==> src/rtl/pipe_flow_reg_pkg.sv <==
// ============================================================================
// Module      : pipe_flow_reg_pkg
// Description : Stage flow codes, default flush NOP and flow-code decoding
//               shared by pipe_flow_reg and its counters.
// Revision    : 1.0 - initial release
// ============================================================================
`default_nettype none

package pipe_flow_reg_pkg;

    localparam int FLOW_WIDTH = 2;

    localparam logic [FLOW_WIDTH-1:0] FLOW_WORK    = 2'b00;
    localparam logic [FLOW_WIDTH-1:0] FLOW_STOP    = 2'b01;
    localparam logic [FLOW_WIDTH-1:0] FLOW_REFRESH = 2'b10;

    // addi x0, x0, 0
    localparam logic [31:0] PIPE_NOP_INST = 32'h0000_0013;

    typedef enum logic [1:0] {
        MODE_WORK  = 2'd0,
        MODE_STOP  = 2'd1,
        MODE_FLUSH = 2'd2
    } flow_mode_e;

    // Unknown codes fall back to a flush so a corrupted code never leaks data.
    function automatic flow_mode_e decode_flow(input logic [FLOW_WIDTH-1:0] code);
        flow_mode_e mode;
        case (code)
            FLOW_WORK: mode = MODE_WORK;
            FLOW_STOP: mode = MODE_STOP;
            default:   mode = MODE_FLUSH;
        endcase
        return mode;
    endfunction

endpackage : pipe_flow_reg_pkg

`default_nettype wire

==> src/rtl/pipe_sat_cnt.sv <==
// ============================================================================
// Module      : pipe_sat_cnt
// Description : Saturating up-counter with synchronous increment enable and
//               asynchronous active-low clear.
// Revision    : 1.0 - initial release
// ============================================================================
`default_nettype none

module pipe_sat_cnt #(
    parameter int CNT_W = 16
) (
    input  logic             clk,
    input  logic             rst_n,
    input  logic             inc_i,
    output logic [CNT_W-1:0] cnt_o
);

    localparam logic [CNT_W-1:0] C_CNT_MAX = '1;

    logic [CNT_W-1:0] cnt_q;
    logic [CNT_W-1:0] cnt_d;

    always_comb begin
        cnt_d = cnt_q;
        if (inc_i && (cnt_q != C_CNT_MAX)) begin
            cnt_d = cnt_q + CNT_W'(1);
        end
    end

    always_ff @(posedge clk or negedge rst_n) begin
        if (!rst_n) begin
            cnt_q <= '0;
        end else begin
            cnt_q <= cnt_d;
        end
    end

    assign cnt_o = cnt_q;

endmodule : pipe_sat_cnt

`default_nettype wire

==> src/rtl/pipe_flow_reg.sv <==
// ============================================================================
// Module      : pipe_flow_reg
// Description : Pipeline boundary register: DEPTH-entry skid buffer for
//               PC/instruction pairs with valid/ready handshakes, stage flow
//               control (WORK/STOP/REFRESH) and stall/flush counters.
// Revision    : 1.0 - initial release
// ============================================================================
`default_nettype none

module pipe_flow_reg
    import pipe_flow_reg_pkg::*;
#(
    parameter int          PC_W     = 32,
    parameter int          DATA_W   = 32,
    parameter int          DEPTH    = 2,
    parameter logic [31:0] NOP_INST = PIPE_NOP_INST,
    parameter int          CNT_W    = 16
) (
    input  logic                  clk,
    input  logic                  rst_n,
    input  logic [FLOW_WIDTH-1:0] flow_i,

    input  logic                  up_valid_i,
    output logic                  up_ready_o,
    input  logic [PC_W-1:0]       up_pc_i,
    input  logic [DATA_W-1:0]     up_inst_i,

    output logic                  dn_valid_o,
    input  logic                  dn_ready_i,
    output logic [PC_W-1:0]       dn_pc_o,
    output logic [DATA_W-1:0]     dn_inst_o,

    output logic [CNT_W-1:0]      stall_cnt_o,
    output logic [CNT_W-1:0]      flush_cnt_o
);

    localparam int PTR_W   = $clog2(DEPTH);
    localparam int COUNT_W = $clog2(DEPTH + 1);

    localparam logic [COUNT_W-1:0] C_FULL = COUNT_W'(DEPTH);
    localparam logic [DATA_W-1:0]  C_NOP  = DATA_W'(NOP_INST);

    logic [PTR_W-1:0]   rd_ptr_q;
    logic [PTR_W-1:0]   rd_ptr_d;
    logic [PTR_W-1:0]   wr_ptr_q;
    logic [PTR_W-1:0]   wr_ptr_d;
    logic [COUNT_W-1:0] count_q;
    logic [COUNT_W-1:0] count_d;

    flow_mode_e         w_mode;
    logic               w_push;
    logic               w_pop;
    logic               w_stall_inc;
    logic               w_flush_inc;

    logic [PC_W-1:0]    w_entry_pc   [DEPTH];
    logic [DATA_W-1:0]  w_entry_inst [DEPTH];

    // ------------------------------------------------------------------------
    // Handshake decode
    // ------------------------------------------------------------------------
    assign w_mode      = decode_flow(flow_i);
    assign up_ready_o  = (w_mode == MODE_WORK) && (count_q != C_FULL);
    assign dn_valid_o  = (count_q != '0);
    assign w_push      = up_valid_i && up_ready_o;
    assign w_pop       = dn_valid_o && dn_ready_i && (w_mode == MODE_WORK);
    assign w_stall_inc = (w_mode == MODE_STOP);
    assign w_flush_inc = (w_mode == MODE_FLUSH) && (count_q != '0);

    // ------------------------------------------------------------------------
    // Pointer and occupancy update
    // ------------------------------------------------------------------------
    always_comb begin
        rd_ptr_d = rd_ptr_q;
        wr_ptr_d = wr_ptr_q;
        count_d  = count_q;
        case (w_mode)
            MODE_WORK: begin
                if (w_push) begin
                    wr_ptr_d = wr_ptr_q + PTR_W'(1);
                end
                if (w_pop) begin
                    rd_ptr_d = rd_ptr_q + PTR_W'(1);
                end
                case ({w_push, w_pop})
                    2'b10:   count_d = count_q + COUNT_W'(1);
                    2'b01:   count_d = count_q - COUNT_W'(1);
                    default: count_d = count_q;
                endcase
            end
            MODE_STOP: begin
                count_d = count_q;
            end
            default: begin
                rd_ptr_d = '0;
                wr_ptr_d = '0;
                count_d  = '0;
            end
        endcase
    end

    always_ff @(posedge clk or negedge rst_n) begin
        if (!rst_n) begin
            rd_ptr_q <= '0;
            wr_ptr_q <= '0;
            count_q  <= '0;
        end else begin
            rd_ptr_q <= rd_ptr_d;
            wr_ptr_q <= wr_ptr_d;
            count_q  <= count_d;
        end
    end

    // ------------------------------------------------------------------------
    // Entry storage: each slot only captures when the write pointer targets it
    // ------------------------------------------------------------------------
    for (genvar i = 0; i < DEPTH; i++) begin : g_entry
        logic [PC_W-1:0]   pc_q;
        logic [PC_W-1:0]   pc_d;
        logic [DATA_W-1:0] inst_q;
        logic [DATA_W-1:0] inst_d;

        always_comb begin
            pc_d   = pc_q;
            inst_d = inst_q;
            if (w_push && (wr_ptr_q == PTR_W'(i))) begin
                pc_d   = up_pc_i;
                inst_d = up_inst_i;
            end
        end

        always_ff @(posedge clk or negedge rst_n) begin
            if (!rst_n) begin
                pc_q   <= '0;
                inst_q <= C_NOP;
            end else begin
                pc_q   <= pc_d;
                inst_q <= inst_d;
            end
        end

        assign w_entry_pc[i]   = pc_q;
        assign w_entry_inst[i] = inst_q;
    end

    // Empty buffer presents a clean bubble rather than stale slot contents.
    assign dn_pc_o   = dn_valid_o ? w_entry_pc[rd_ptr_q]   : '0;
    assign dn_inst_o = dn_valid_o ? w_entry_inst[rd_ptr_q] : C_NOP;

    // ------------------------------------------------------------------------
    // Performance counters
    // ------------------------------------------------------------------------
    pipe_sat_cnt #(
        .CNT_W (CNT_W)
    ) u_stall_cnt (
        .clk   (clk),
        .rst_n (rst_n),
        .inc_i (w_stall_inc),
        .cnt_o (stall_cnt_o)
    );

    pipe_sat_cnt #(
        .CNT_W (CNT_W)
    ) u_flush_cnt (
        .clk   (clk),
        .rst_n (rst_n),
        .inc_i (w_flush_inc),
        .cnt_o (flush_cnt_o)
    );

endmodule : pipe_flow_reg

`default_nettype wire

==> config.mk <==
export PLATFORM = sky130hd
export DESIGN_NAME = pipe_flow_reg
export DESIGN_NICKNAME = d
export VERILOG_FILES = /design/src/rtl/pipe_flow_reg_pkg.sv /design/src/rtl/pipe_sat_cnt.sv /design/src/rtl/pipe_flow_reg.sv
export SDC_FILE = /design/constraint.sdc
export NUM_CORES = 1
export LEC_CHECK = 0
export ABC_AREA = 1
export CAP_MARGIN = 40
export CORE_MARGIN = 2
export CORE_UTILIZATION = 55
export CTS_CLUSTER_DIAMETER = 40
export DETAILED_ROUTE_END_ITERATION = 7
export GPL_ROUTABILITY_DRIVEN = 1
export PLACE_DENSITY = 0.85
export SYNTH_ARGS = -nofsm -noshare
export SYNTH_HDL_FRONTEND = slang
export SYNTH_SLANG_ARGS = --single-unit
==> constraint.sdc <==
create_clock -name clk -period 2.4 [get_ports clk]
set_input_delay 0.24 -clock clk [delete_from_list [all_inputs] [get_ports clk]]
set_output_delay 0.24 -clock clk [all_outputs]
set_load 0.03 [all_outputs]
==> metrics.md <==
| Metric | Value |
|---|---|
| Setup TNS | `0 ps` |
| Biggest area consumer among synthesized cells | `dfrtp_1` |
| EDFF count, synth | `0` |
| Via Count | `7146` |
| Clk pwr share | `0.297` |
| Initial Util | `0.565` |
| Internal power | `0.00610 W` |
| Worst Hold Class | `in -> async` |
| Area contributors post-synth | `dfrtp_1 50%, nand2_1 19%, o21ai_0 5.0%` |
| Nets | `1224` |
| Synth top area share | `0.505` |
| Post-synthesis cell type count | `28` |
| Placed instance area | `9680 um2` |
| Switch share | `0.325` |
| Clock tree buffer depth | `2` |
| Fin crit share | `0.965` |
| Skew final | `4.67 ps` |
| Post-synthesis net count | `1077` |
| FILL cells | `1048` |
| Largest net degree at the start of global routing | `76` |
| CP cell instances | `buf_12 -> nand2_1 -> a21oi_1 -> clkdlybuf4s50_1` |
| Final Setup Violations | `0` |
| CTS tree | `yes` |
| Peak Freq | `432 MHz` |
| Critical path type | `reg -> out` |
| Ys flop type | `dfrtp_1` |
| Slowest cell on crit path | `clkdlybuf4s50_1` |
| CP Capture Type | `output pin` |
| Final WL | `19.4 mm` |
| Async S/R FF share, synth | `1.00` |
| CTS Buf Count | `17` |
| Top-count cell post-synth | `nand2_1` |
| RSZ-0062 raised after global routing | `false` |
| CP required | `2160 ps` |
| Relative slew slack | `0.600` |
| WP depth | `4` |
| GRT Util Overall | `0.267` |
| CTS sink cnt | `164` |
| Antenna-violating nets left | `0` |
| Die W | `123 um` |
| Worst path max stage delay | `690 ps` |
| Comb pwr share | `0.265` |
| Final Util | `0.738` |
| Rows | `43` |
| Clk root buf | `clkbuf_16` |
| Routed vias/inst | `5.31` |
| Number of global-route vias before repair | `6687` |
| Flops & latches, synth | `164` |
| Switching pwr | `0.00294 W` |
| DRT iter0 DRCs | `538` |
| First-pass GRT wire length | `31.6 mm` |
| Syn-to-layout area delta | `30.7%` |
| Final hold violation count | `0` |
| Post-layout instance area | `10200 um2` |
| Critical path buffers and inverters | `2` |
| Antenna violations before repair | `0` |
| # DRC | `0` |
| IO Port Bufs | `167` |
| Cells after Synth | `1005` |
| Cell area after synthesis | `7840 um2` |
| Worst-Margin Slew | `601 ps` |
| Die height | `123 um` |
| CTS H-tree lvls | `4` |
| Synth top cells by count | `394 x nand2_1, 158 x dfrtp_1, 88 x inv_1` |
| Core Box Area | `13900 um2` |
| Ant. Diodes | `0` |
| Drt wl/cell | `14.4 um` |
| Max FO, Critical Path | `64` |
| Crit path DAT | `2080 ps` |
| Max Slew Vio Count | `0` |
| Sequential element share of the synthesized area | `0.525` |
| Syn_area_per_cell | `7.80 um2` |
| Worst setup SP type | `flop` |
| Max-cap viol count | `0` |
| Leakage Power | `5.13 nW` |
| Reg2Reg Depth | `9` |
| Fin cells | `1345` |
| Clock transition at the registers of the reported paths | `60 ps` |
| HPWL after DPL | `12.7 mm` |
| Maximum vdd drop | `0.571 mV` |
| CP top delay family | `buffers and inverters` |
| Final Critical Period | `2320 ps` |
| Routability congestion estimate | `0.870` |
| GRT overflow | `0` |
| Pwr Density | `882 nW/um2` |
| DIE AREA | `15200 um2` |
| Run status | `completed` |
| Cell count after placement | `1310` |
| Skew-Pair Late Insertion Delay | `420 ps` |
| Share of cells above drive strength 1 | `0.0644` |
| IO Pins | `168` |
| DR pass1 iterations | `8` |
| Flop pwr share | `0.439` |
| Yosys warnings | `0` |
cell families after synthesis:
kind of cell	Yosys count	share of synthesized area
and+or+nand+nor	465	0.238
AOI/OAI and AO/OA	210	0.135
DFF	164	0.525
buffers and inverters	146	0.0792
xor gates and xnor gates	18	0.0201
adders and majority gates	2	0.00319
sequential cells by signal, summed over array words and instances (netlist names):
signal             cells
count_q                2
rd_ptr_q               1
g_entry.inst_q        64
g_entry.pc_q          64
u_flush_cnt.cnt_o     16
wr_ptr_q               1
u_stall_cnt.cnt_o     16
path summary, 6_finish.rpt:
path                                           start                    end  slack, ps
worst max-delay path                        rd_ptr_q           dn_inst_o[2]         80
worst min-delay path                           rst_n  g_entry[0].inst_q[19]        360
worst max register to register            count_q[0]  u_flush_cnt.cnt_o[10]        560
worst min register to register  g_entry[0].inst_q[0]   g_entry[0].inst_q[0]        480
max in group asynchronous                      rst_n   g_entry[0].inst_q[0]       1250
min in group clk                        up_inst_i[4]   g_entry[0].inst_q[4]        360
per-stage QoR:
step / power, W / hold slack (ps) / setup WS [ps]
2_1_floorplan: 0.00546 / -55.6 / 706
3_3_place_gp: 0.00636 / 260 / 344
3_5_place_dp: 0.00646 / 256 / 341
4_1_cts: 0.00908 / 351 / 42.0
5_1_grt: 0.00955 / 380 / 15.6
6_report: 0.00904 / 357 / 83.2
metal layers:
metal / GRT usage / part of all wire / vias up / wire, um
met5: 0 / 0 / - / 0
met4: 0.125 / 0.032 / 0 / 613
met3: 0.0470 / 0.056 / 48 / 1100
met2: 0.422 / 0.49 / 276 / 9470
met1: 0.359 / 0.42 / 3360 / 8240
li1: - / - / 3462 / -
layout by cell type, fill, tap and decap left out, drive strengths merged, types with 4 or more instances in the layout:
cell	instances
a21oi	64
inv	93
nor2	35
clkbuf	24
xnor2	16
clkinv	4
nand4	6
nand2	399
dfstp	6
nand3	20
dfrtp	158
o21ai	146
clkdlybuf4s50	104
buf	17
dlygate4sd2	56
power groups by stage:
stage                     registers (W)  logic [W]  clock network [W]
after global placement          0.00396    0.00240                  0
after floorplan                 0.00406    0.00140                  0
final                           0.00396    0.00239            0.00268
after global routing            0.00405    0.00267            0.00283
after detailed placement        0.00399    0.00247                  0
after CTS                       0.00396    0.00242            0.00271
layout make-up:
cell class / count / area (um2) / share of cell area
multi-input combinational: 695 / 3120 / 0.304
timing repair buffer: 181 / 1850 / 0.180
tap: 180 / 225 / 0.0220
clock buffer: 24 / 492 / 0.0480
clock inverter: 8 / 98.8 / 0.00965
sequential: 164 / 4110 / 0.402
inverter: 93 / 349 / 0.0341
timing repair:
item / in CTS / in global routing
endpoints found under the setup margin: 56 / 3
endpoints found under the hold margin: 55 / 0
setup buffers: 2 / 0
gates cloned: 0 / 0
gates resized for setup: 56 / 3
hold buffers: 1 / 0
pin swaps: 1 / 0
Note: power is estimated with default switching activity, not from simulation.
